`config.mk`:
```
export PLATFORM = sky130hd
export DESIGN_NAME = mem_arbiter
export DESIGN_NICKNAME = d
export VERILOG_FILES = /design/src/rtl/mem_arbiter.sv
export SDC_FILE = /design/constraint.sdc
export NUM_CORES = 1
export LEC_CHECK = 0
export ABC_AREA = 1
export BUFFER_PORTS_ARGS = -buffer_cell sky130_fd_sc_hd__buf_2
export CORE_ASPECT_RATIO = 0.7
export CORE_MARGIN = 1
export CORE_UTILIZATION = 28
export DETAILED_ROUTE_END_ITERATION = 16
export GPL_TIMING_DRIVEN = 1
export HOLD_SLACK_MARGIN = 0.08
export PLACE_DENSITY = 0.86
export SYNTH_ARGS = -nofsm -noshare
export SYNTH_HDL_FRONTEND = slang
export SYNTH_SLANG_ARGS = --single-unit
```
`constraint.sdc`:
```
create_clock -name clk -period 1.35 [get_ports clk]
set_input_delay 0.27 -clock clk [delete_from_list [all_inputs] [get_ports clk]]
set_output_delay 0.27 -clock clk [all_outputs]
set_load 0.01 [all_outputs]
```
`src/rtl/mem_arbiter.sv`:
```
// mem_arbiter: grants the single-ported unified memory to either the fetch
// stage or the MEM stage, issues the memory command, waits out the fixed read
// latency and returns data with a one-cycle ack pulse. The stall lines feed
// the pipeline hazard logic.
//
// Optional feature: define MEM_ARB_WRBUF_EN to add a one-entry posted write
// buffer. With the buffer, stores are acked as soon as they are seen and are
// drained to memory later, ahead of any further reads.
module mem_arbiter #(
    parameter int MEM_LAT = 2
) (
    input  logic        clk,
    input  logic        rst_n,
    input  logic        if_req,
    input  logic [15:0] if_addr,
    output logic [15:0] if_rdata,
    output logic        if_ack,
    input  logic        d_rd,
    input  logic        d_wr,
    input  logic [15:0] d_addr,
    input  logic [15:0] d_wdata,
    output logic [15:0] d_rdata,
    output logic        d_ack,
    output logic        stall_if,
    output logic        stall_mem,
    output logic [15:0] mem_addr,
    output logic [15:0] mem_wdata,
    output logic        mem_re,
    output logic        mem_we,
    input  logic [15:0] mem_rdata
);

    typedef enum logic {IDLE = 1'b0, BUSY = 1'b1} state_t;

    // Owner / last encodings: 0 = fetch, 1 = data.
    localparam logic       OWN_FETCH = 1'b0;
    localparam logic       OWN_DATA  = 1'b1;
    localparam logic [2:0] CNT_INIT  = 3'(MEM_LAT - 1);

    state_t      state_reg, state_next;
    logic        owner_reg, owner_next;
    logic [2:0]  cnt_reg, cnt_next;
    logic        last_reg, last_next;

    // A simultaneous d_rd/d_wr is a load, so a store needs d_rd low.
    logic        d_load, d_store;
    logic        grant_fetch, grant_load, grant_store;
    logic        complete;

`ifdef MEM_ARB_WRBUF_EN
    logic        wb_valid_reg, wb_valid_next;
    logic [15:0] wb_addr_reg, wb_addr_next;
    logic [15:0] wb_data_reg, wb_data_next;
    logic        accept;
    logic        drain;
`endif

    assign d_load  = d_rd;
    assign d_store = d_wr & ~d_rd;

    // Read completes in the BUSY cycle where the latency counter reaches zero;
    // an asserted reset suppresses it so an in-flight read never acks.
    assign complete = rst_n & (state_reg == BUSY) & (cnt_reg == 3'd0);

    // Grant decision for the current (issue) cycle; nothing is granted while BUSY.
    always_comb begin
        grant_fetch = 1'b0;
        grant_load  = 1'b0;
        grant_store = 1'b0;
`ifdef MEM_ARB_WRBUF_EN
        // Stores bypass arbitration: taken whenever the buffer has room.
        accept = rst_n & d_store & ~wb_valid_reg;
        drain  = 1'b0;
        if (rst_n && state_reg == IDLE) begin
            if (wb_valid_reg) begin
                drain = 1'b1;
            end else if (!accept) begin
                // Hold reads back in the cycle a store is captured so they
                // cannot overtake it.
                if (d_load && (!if_req || last_reg == OWN_FETCH)) begin
                    grant_load = 1'b1;
                end else if (if_req) begin
                    grant_fetch = 1'b1;
                end
            end
        end
`else
        if (rst_n && state_reg == IDLE) begin
            if ((d_load || d_store) && (!if_req || last_reg == OWN_FETCH)) begin
                grant_load  = d_load;
                grant_store = d_store;
            end else if (if_req) begin
                grant_fetch = 1'b1;
            end
        end
`endif
    end

    // State register: FSM state, read owner, latency counter, round-robin history.
    always_ff @(posedge clk or negedge rst_n) begin
        if (!rst_n) begin
            state_reg <= IDLE;
            owner_reg <= OWN_FETCH;
            cnt_reg   <= 3'd0;
            last_reg  <= OWN_FETCH;
`ifdef MEM_ARB_WRBUF_EN
            wb_valid_reg <= 1'b0;
            wb_addr_reg  <= 16'h0000;
            wb_data_reg  <= 16'h0000;
`endif
        end else begin
            state_reg <= state_next;
            owner_reg <= owner_next;
            cnt_reg   <= cnt_next;
            last_reg  <= last_next;
`ifdef MEM_ARB_WRBUF_EN
            wb_valid_reg <= wb_valid_next;
            wb_addr_reg  <= wb_addr_next;
            wb_data_reg  <= wb_data_next;
`endif
        end
    end

    // Next-state logic: enter BUSY on a read grant, count down, return on completion.
    always_comb begin
        state_next = state_reg;
        owner_next = owner_reg;
        cnt_next   = cnt_reg;
        last_next  = last_reg;
        case (state_reg)
            IDLE: begin
                if (grant_load || grant_fetch) begin
                    state_next = BUSY;
                    owner_next = grant_load ? OWN_DATA : OWN_FETCH;
                    cnt_next   = CNT_INIT;
                end
            end
            BUSY: begin
                if (cnt_reg == 3'd0) begin
                    state_next = IDLE;
                end else begin
                    cnt_next = cnt_reg - 3'd1;
                end
            end
            default: state_next = IDLE;
        endcase
        if (grant_load || grant_store) begin
            last_next = OWN_DATA;
        end else if (grant_fetch) begin
            last_next = OWN_FETCH;
        end
`ifdef MEM_ARB_WRBUF_EN
        wb_valid_next = wb_valid_reg;
        wb_addr_next  = wb_addr_reg;
        wb_data_next  = wb_data_reg;
        if (drain) begin
            wb_valid_next = 1'b0;
        end
        if (accept) begin
            wb_valid_next = 1'b1;
            wb_addr_next  = d_addr;
            wb_data_next  = d_wdata;
        end
`endif
    end

    // Output logic: memory command, acks and gated read data.
    always_comb begin
        mem_re    = grant_load | grant_fetch;
        mem_we    = grant_store;
        mem_addr  = 16'h0000;
        mem_wdata = 16'h0000;
        if (grant_fetch) begin
            mem_addr = if_addr;
        end else if (grant_load || grant_store) begin
            mem_addr = d_addr;
        end
        if (grant_store) begin
            mem_wdata = d_wdata;
        end
        if_ack   = complete & (owner_reg == OWN_FETCH);
        d_ack    = (complete & (owner_reg == OWN_DATA)) | grant_store;
        if_rdata = if_ack ? mem_rdata : 16'h0000;
        d_rdata  = (complete && owner_reg == OWN_DATA) ? mem_rdata : 16'h0000;
`ifdef MEM_ARB_WRBUF_EN
        if (drain) begin
            mem_we    = 1'b1;
            mem_addr  = wb_addr_reg;
            mem_wdata = wb_data_reg;
        end
        d_ack = d_ack | accept;
`endif
    end

    assign stall_if  = if_req & ~if_ack;
    assign stall_mem = (d_rd | d_wr) & ~d_ack;

endmodule

```
# After elaboration in Yosys (flattened, before gate mapping)
# Cells that the tools add are included.
[totals]
ff_bits = 6
input_bits = 69
output_inout_bits = 70
wordCells = 56
[op_classes]
n_addsub = 1
n_eq_ne = 2
n_mux = 21
bitwise_logic = 16
n_reduce_logical = 12
[op_table]
columns = ["operator", "n"]
rows = [
  ["$mux 16", 5],
  ["$mux 1", 12],
  ["$and 1x1->1", 7],
  ["$mux 3", 2],
  ["$not 1->1", 6],
  ["$pmux 3 s2", 1],
  ["$logic_or 1x1->1", 4],
  ["$reduce_and 2->1", 2],
  ["$logic_and 1x1->1", 3],
  ["$logic_not 3->1", 1],
  ["$or 1x1->1", 3],
  ["$sub 3x1->3 const B", 1],
  ["$ne 2x1->1 const B", 1],
  ["$ne 2x2->1 const B", 1],
  ["$pmux 1 s2", 1],
  ["$reduce_bool 2->1", 1],
  ["$logic_not 1->1", 1],
]

# Depth between registers and ports, before layout
# Gate-level depths: netlist (run 1).
[depth]
word_depth = 9
depth_mapped = 8
depth_no_buf = 8

# Worst setup path before layout (run 1)
# Ideal clock, no wire load.
[synth_timing]
path_kind = "register to output"
from = "reg cnt_reg[0]"
to = "out stall_mem"
arrival_time_ns = 1.342
required_ns = 1.080
slack_ns = -0.262
stages_incl_launch_ff = 9
n_path_buf = 0
cell_sequence = "dfrtp_1 > inv_1 > ha_1 > ha_1 > nand3_2 > nor2_1 > inv_2 > nand2_1 > a21oi_1"
[synth_between]
elab_chain_len = 6
[synth_lines]
columns = ["item", "line_no", "source"]
rows = [
  ["start, declared", "42", "logic [2:0] cnt_reg, cnt_next;"],
  ["start signal, assigned", "114", "cnt_reg <= cnt_next;"],
  ["$logic_not 3->1", "63", "assign complete = rst_n & (state_reg == BUSY) & (cnt_reg == 3'd0);"],
  ["$and 1x1->1", "63", ""],
  ["$and 1x1->1", "182", "d_ack = (complete & (owner_reg == OWN_DATA)) | grant_store;"],
  ["$or 1x1->1", "182", ""],
  ["net d_ack", "23", "output logic d_ack,"],
  ["$not 1->1", "196", "assign stall_mem = (d_rd | d_wr) & ~d_ack;"],
  ["$and 1x1->1", "196", ""],
  ["end, declared", "25", "output logic stall_mem,"],
]
# The timed path passes the listed nets, and every way through them passes these cells.

# Final worst setup path (run 1)
[layout_timing]
from = "reg cnt_reg[1]"
to = "out d_rdata[4]"
[layout_between]
elab_chain_len = 4
[layout_lines]
columns = ["item", "line_no", "source"]
rows = [
  ["$logic_not 3->1", "63", ""],
  ["$and 1x1->1", "63", ""],
  ["$logic_and 1x1->1", "184", "d_rdata = (complete && owner_reg == OWN_DATA) ? mem_rdata : 16'h0000;"],
  ["$mux 16", "184", ""],
  ["end, declared", "22", "output logic [15:0] d_rdata,"],
]
# Every way passes these cells.

==> results of run 1 <==
==> layout by cell type (no fill, tap or decap), types with 4 or more instances in the layout <==
cell type  netlist  layout
dfrtp_1          6       6
nor2_2           1      13
buf_2            0     102
nor2_4           3      35
buf_4            1      17
nand2_2          1       4
buf_16           0       4
nor2_1          50       6
nand2_1         39      34
buf_6            5      47
nand4_1          4       4
buf_12           0       8
nand3_2          1       6
inv_1           41      38
nand3_1         18      11
==> worst register-to-register path, stage by stage (launching register included) <==
cell and delay, ns:
dfrtp_1 0.39, inv_2 0.09, buf_6 0.10, nand2_4 0.06, nor2_4 0.18, buf_12 0.14, buf_12 0.11, nand2_4 0.05
buf_6 0.13, nand4_1 0.08, nand2_1 0.09
==> final cells by class <==
type	instances	area, sq um	share of cell area [%]
tap	47	58.8	2.04
multi-input combinational	127	981	34.0
timing repair buffer	180	1460	50.7
clock buffer	3	41.3	1.43
sequential	6	150	5.20
inverter	44	180	6.24
timing repair inverter	1	11.3	0.390
==> per-stage QoR <==
step           hold WS [ns]  total power, mW  utilization (%)  cell area (sq um)  setup WS, ns
4_1_cts               0.497             2.44             79.0               2550        -0.528
3_3_place_gp          0.266             1.65             62.7               2030        -0.306
5_1_grt               0.522             3.00             89.2               2890        -0.624
3_5_place_dp          0.272             1.69             62.7               2030        -0.380
2_1_floorplan       -0.0256             1.11                -               1130        -0.229
6_report              0.497             2.90             89.2               2890        -0.579
==> logic make-up after synthesis <==
kind of cell               synth area share, %
adders and majority gates                 2.55
DFF                                       15.3
buffers and inverters                     23.4
AOI/OAI and AO/OA                         3.45
and+or+nand+nor                           55.3
==> metal layers <==
layer / vias to the layer above / GRT usage, % / wire length [microns]
met5: - / 0 / 0
met4: 0 / 10.8 / 246
met3: 28 / 4.07 / 470
met2: 126 / 56.1 / 3630
met1: 918 / 32.7 / 2600
li1: 901 / - / -
==> worst paths after layout <==
path | cells past startpoint | endpoint | from | slack, ns
max | 9 | d_rdata[4] | cnt_reg[1] | -0.58
min | 1 | last_reg | last_reg | 0.50
max reg2reg | 10 | cnt_reg[1] | state_reg | -0.21
max in group asynchronous | 3 | cnt_reg[0] | rst_n | 0.56
min reg2reg | 1 | last_reg | last_reg | 0.50
min in group asynchronous | 3 | state_reg | rst_n | 0.65
==> power groups by stage <==
stage                     registers, mW  clock network [mW]  logic [mW]
final                             0.340               0.290        2.27
after floorplan                   0.325                   0       0.787
after global placement            0.331                   0        1.32
after detailed placement          0.335                   0        1.36
after CTS                         0.328               0.279        1.84
after global routing              0.345               0.299        2.36
==> repair_timing <==
action / 4_1_cts / 5_1_grt
buffers inserted: 11 / 9
pin swaps: 8 / 18
setup endpoints to repair: 72 / 76
gates cloned: 6 / 1
hold buffers: 1 / 0
gates resized for setup: 49 / 76
hold endpoints to repair: 6 / 0
==> results.json, run 1 <==
{
  "layout-drive-gt1-share_pct": 71.7,
  "outcome": "complete, but fails checks",
  "synthArstFlopShare_pct": 100,
  "synth_enable_flop_cells": 0,
  "rows": 17,
  "die_w_microns": 72.7,
  "grt_setup_unrepaired": "yes",
  "yosysTopAreaCell": "nor2_1",
  "ios": 139,
  "place_congestion": 0.805,
  "clk_path_buf_depth": 2,
  "violations": "setup timing",
  "clock_sink_count": 6,
  "pwr-share-seq_pct": 11.7,
  "syn-cell-area_sq_um": 980,
  "path_cells": "inv_2, ha_4, ha_4, nand3_4, nor2_4, inv_4, buf_12, nor2_1, buf_2",
  "p_clk_share_pct": 10.0,
  "hold_violations": 0,
  "yosysMostFrequentCell": "nor2_1",
  "grt_pass1_wl_microns": 8410,
  "path_clk_slew_ns": 0.04,
  "routed_wl_microns": 6940,
  "cap_viol_max_count": 0,
  "initial_core_util_pct": 30.3,
  "path_delay_family": "buffers and inverters",
  "end_kind": "output pin",
  "ys.flop_type": "dfrtp_1",
  "cp_slowest_cell": "dfrtp_1",
  "synthTopCellsByArea": "nor2_1, inv_1, dfrtp_1",
  "largest_register_ff_count": 3,
  "io_buffers": 138,
  "arrival_ns": 1.66,
  "cts-buffers-inserted": 3,
  "die-height_microns": 51.5,
  "grt_max_degree": 18,
  "crit_required_ns": 1.08,
  "cp_num_buf_inv": 4,
  "antenna_found_initial": 0,
  "grt_remaining_overflow": 0,
  "avgSynthCellArea_sq_um": 5.35,
  "max_stage_delay_ns": 0.40,
  "ys_warn_count": 0,
  "grt.total_usage_pct": 29.1,
  "tightest_slew_ns": 0.254,
  "drtIter0Drc": 58,
  "synthTopCellsByCount": "nor2_1, inv_1, nand2_1, nand3_1, dfrtp_1",
  "postRouteAntennaNets": 0,
  "comb_power_share_pct": 78.2,
  "critPathLaunchType": "flip-flop",
  "power.density_nw_per_um2": 1000,
  "vdd_drop_max_mv": 0.829,
  "ys_seq_area_share_pct": 15.3,
  "final-max-slew-violation-count": 0,
  "criticalPathCategory": "flip-flop to output pin",
  "internal_power_mw": 1.59,
  "synth_top_cell_area_share_pct": 19.2,
  "fin_setup_tns_ns": -34.82,
  "hold_path_class": "flip-flop to flip-flop",
  "viasPerCell": 4.84,
  "nets": 434,
  "wl_per_cell_microns": 17.0,
  "cts_max_level": 1,
  "slew_headroom_pct": 83.1,
  "min_period_over_period_pct": 143,
  "mappedNetlistNets": 254,
  "die-area_sq_um": 3740,
  "num_antenna_cells": 0,
  "cts_tree": "built",
  "switching_share_pct": 45.2,
  "drc": 0,
  "crit_fanout": 5,
  "fillerInstances": 143,
  "dp_cells": 381,
  "cpMostUsedCell": "ha_4",
  "firstDrtPassIters": 4,
  "syn2layout_area_growth_pct": 195,
  "syn_inst": 183,
  "layout.cells.non_filler": 408,
  "synth_cell_types": 21,
  "fin_skew_ns": 0.00888,
  "fin_crit_ns": 1.93,
  "power_switching_mw": 1.31,
  "synth-seq-cells": 6,
  "clk_latency_ns": 0.24,
  "max_freq_ghz": 0.519,
  "setup_viol": 76,
  "fp.coreArea_sq_um": 3230,
  "p_leak_nw": 1.62,
  "clockRootBuffer": "clkbuf_8",
  "grt_pass1_vias": 1841,
  "vias": 1973,
  "layout_setup_ws_ns": -0.579,
  "hpwl_microns": 3210
}
No activity file was read; power rests on OpenSTA's default activity.
==> run 2, diff against run 1 <==
--- a/config.mk
+++ b/config.mk
@@ -5,11 +5,10 @@
 export SDC_FILE = /design/constraint.sdc
 export NUM_CORES = 1
 export LEC_CHECK = 0
-export ABC_AREA = 1
 export BUFFER_PORTS_ARGS = -buffer_cell sky130_fd_sc_hd__buf_2
 export CORE_ASPECT_RATIO = 0.7
 export CORE_MARGIN = 1
-export CORE_UTILIZATION = 28
+export CORE_UTILIZATION = 26
 export DETAILED_ROUTE_END_ITERATION = 16
 export GPL_TIMING_DRIVEN = 1
 export HOLD_SLACK_MARGIN = 0.08
==> run 2 against run 1 <==
Against the previous run: the run ends with DRC, setup timing left; worst setup slack better by 0.055 ns; synthesized cell count down 41%; hold slack worse by 0.074 ns; via count down 24%; highest routed layer unchanged.
==> results.json, run 2 <==
{
  "mappedNetlistNets": 179,
  "synthArstFlopShare_pct": 100,
  "r2r_start": "last_reg",
  "ys_seq_area_share_pct": 17.1,
  "seqCellArea_sq_um": 151,
  "power_switching_uw": 939,
  "yosysMostFrequentCell": "and2_1",
  "clockRootBuffer": "clkbuf_8",
  "fp.coreArea_sq_um": 3170,
  "grt_remaining_overflow": 0,
  "layout-drive-gt1-share_pct": 82.2,
  "largest_register_ff_count": 3,
  "p_clk_share_pct": 10.9,
  "end_kind": "output pin",
  "power.total_mw": 2.47,
  "rows": 17,
  "yosysTopAreaCell": "and2_1",
  "power.density_nw_per_um2": 1000,
  "grt_pass1_wl_microns": 6360,
  "layout_setup_ws_ns": -0.524,
  "nets": 354,
  "outcome": "complete, but fails checks",
  "hold_violations": 0,
  "met2_usage_pct": 44.8,
  "muxShareOfSynthArea_pct": 0,
  "synthSimpleGateAreaFrac_pct": 45.0,
  "antenna_found_initial": 0,
  "hold_path_class": "primary input to flip-flop",
  "min-delay-start": "d_rd",
  "synth_compound_area_share_pct": 26.0,
  "grt_busiest_layer": "met2",
  "violations": "DRC, setup timing",
  "crit_required_ns": 1.08,
  "fin_setup_tns_ns": -29.97,
  "hold_depth": 3,
  "syn2layout_area_growth_pct": 182,
  "synth_top_cell_area_share_pct": 34.3,
  "internal_power_mw": 1.54,
  "grt_max_degree": 20,
  "layout_common_cells": "buf_2, buf_6, and2_4",
  "final-max-slew-violation-count": 0,
  "multiInputGateArea_sq_um": 836,
  "pwr-share-seq_pct": 14.6,
  "max_freq_ghz": 0.534,
  "hold_end": "owner_reg",
  "path_clk_slew_ns": 0.04,
  "routed_wl_microns": 4600,
  "criticalPathCategory": "flip-flop to output pin",
  "fin_crit_ns": 1.87,
  "cap_viol_max_count": 0,
  "syn_inst": 108,
  "min_period_over_period_pct": 139,
  "die_w_microns": 71.4,
  "wl_per_cell_microns": 14.4,
  "r2r_cells": 7,
  "synth_adder_area_share_pct": 2.86,
  "initial_core_util_pct": 27.6,
  "fin_skew_ns": 0.00229,
  "grt_setup_unrepaired": "yes",
  "critPathLaunchType": "flip-flop",
  "synth_enable_flop_cells": 0,
  "fillerInstances": 199,
  "comb_power_share_pct": 74.4,
  "reg2reg_setup_slack_ns": -0.06,
  "final_common_cell": "buf_2",
  "postRouteAntennaNets": 0,
  "viasPerCell": 4.67,
  "clock_sink_count": 6,
  "switching_share_pct": 37.9,
  "tightest_slew_ns": 0.396,
  "holdWs_ns": 0.423,
  "ys_warn_count": 0,
  "p_leak_nw": 1.36,
  "synthTopCellsByCount": "and2_1, a22o_1, dfrtp_1, inv_1, nand2_1",
  "die-height_microns": 50.6,
  "avgSynthCellArea_sq_um": 8.11,
  "clk_latency_ns": 0.22,
  "ios": 139,
  "met1_usage_pct": 24.6,
  "grt_pass1_vias": 1354,
  "grtUsageMet3_pct": 5.22,
  "synth_cell_types": 26,
  "synthTopCellsByArea": "and2_1, dfrtp_1, a22o_1",
  "synth_top_family_by_area": "simple AND/OR/NAND/NOR gates",
  "clk_path_buf_depth": 2,
  "synthXorXnorAreaFrac_pct": 1.00,
  "num_antenna_cells": 0,
  "ys.flop_type": "dfrtp_1",
  "io_buffers": 138,
  "crit_fanout": 3,
  "place_congestion": 0.721,
  "syn-cell-area_sq_um": 876,
  "vdd_drop_max_mv": 0.687,
  "die-area_sq_um": 3610,
  "vias": 1491,
  "cts-buffers-inserted": 3,
  "drtIter0Drc": 50,
  "cts_max_level": 1,
  "synth-seq-cells": 6,
  "setup_viol": 72,
  "slew_headroom_pct": 73.5,
  "grt.total_usage_pct": 23.1,
  "hpwl_microns": 2870,
  "cts_tree": "built",
  "r2r-end": "cnt_reg[2]",
  "drc": 9,
  "arrival_ns": 1.60,
  "firstDrtPassIters": 10
}
==> run 2: changes by cell type in the layout (fill, tap and decap cells not counted), sizes merged, moves of 8 or more <==
cell / before / now
nor2: 54 / 3
and2: 0 / 48
inv: 44 / 5
nand2: 41 / 5
nand3: 19 / 1
a22o: 0 / 16
buf: 179 / 171
==> run 2: stage by stage <==
step                instances  setup slack [ns]  area (sq um)  util [%]
floorplan                 108            -0.181           990         -
global placement          299            -0.262          1890      59.7
detailed placement        299            -0.322          1890      59.7
CTS                       317            -0.515          2280      72.0
global route              319            -0.608          2470      77.9
finish                    319            -0.524          2470      77.9
==> run 2: how the worst max path moves through the flow <==
stage,startpoint,end,slack (ns)
floorplan,cnt_reg[1],d_rdata[10],-0.18
CTS,cnt_reg[1],d_rdata[15],-0.52
global route,cnt_reg[1],d_rdata[15],-0.61
global placement,d_wr,mem_addr[11],-0.26
finish,cnt_reg[1],d_rdata[15],-0.52
detailed placement,cnt_reg[1],d_rdata[1],-0.32
==> run 2: layout make-up <==
type	instances	share of cell area (%)
repair buffers	176	55.7
multi-input cells	91	33.8
inverters	5	0.760
clock buffers	3	1.67
well taps	38	1.93
flip-flops and latches	6	6.13
==> run 2: metal layers <==
layer / wire [microns] / vias to the layer above
li1: - / 717
met1: 1630 / 679
met2: 2510 / 87
met3: 362 / 8
met4: 95 / 0
met5: 0 / -
==> run 2: power groups by stage <==
stage	registers [mW]	logic, mW	clock network, mW
after floorplan	0.355	0.796	0
after global placement	0.354	1.34	0
after detailed placement	0.354	1.38	0
after CTS	0.358	1.71	0.276
after global routing	0.377	2.02	0.295
final	0.362	1.84	0.271
==> run 2: worst max-delay path, cell delays in order, from the launching register on <==
cell and delay [ns]:
dfrtp_1 0.38, inv_2 0.07, ha_4 0.14, ha_4 0.14, nand3_4 0.08, nor2_4 0.16, buf_6 0.12, buf_6 0.08
and2_4 0.13, buf_6 0.09
==> run 2: kinds of logic after synthesis <==
family | Yosys count
compound gates | 24
xor+xnor | 1
fa+ha+maj | 2
buf+inv | 11
flops | 6
simple gates | 64
==> run 2: repair_timing <==
action / in CTS / in global routing
pin swaps: 17 / 20
endpoints found under the hold margin: 6 / 1
setup endpoints to repair: 70 / 74
gates resized for setup: 39 / 44
cloned: 2 / 3
setup buffers: 12 / 6
hold buffers: 2 / 1
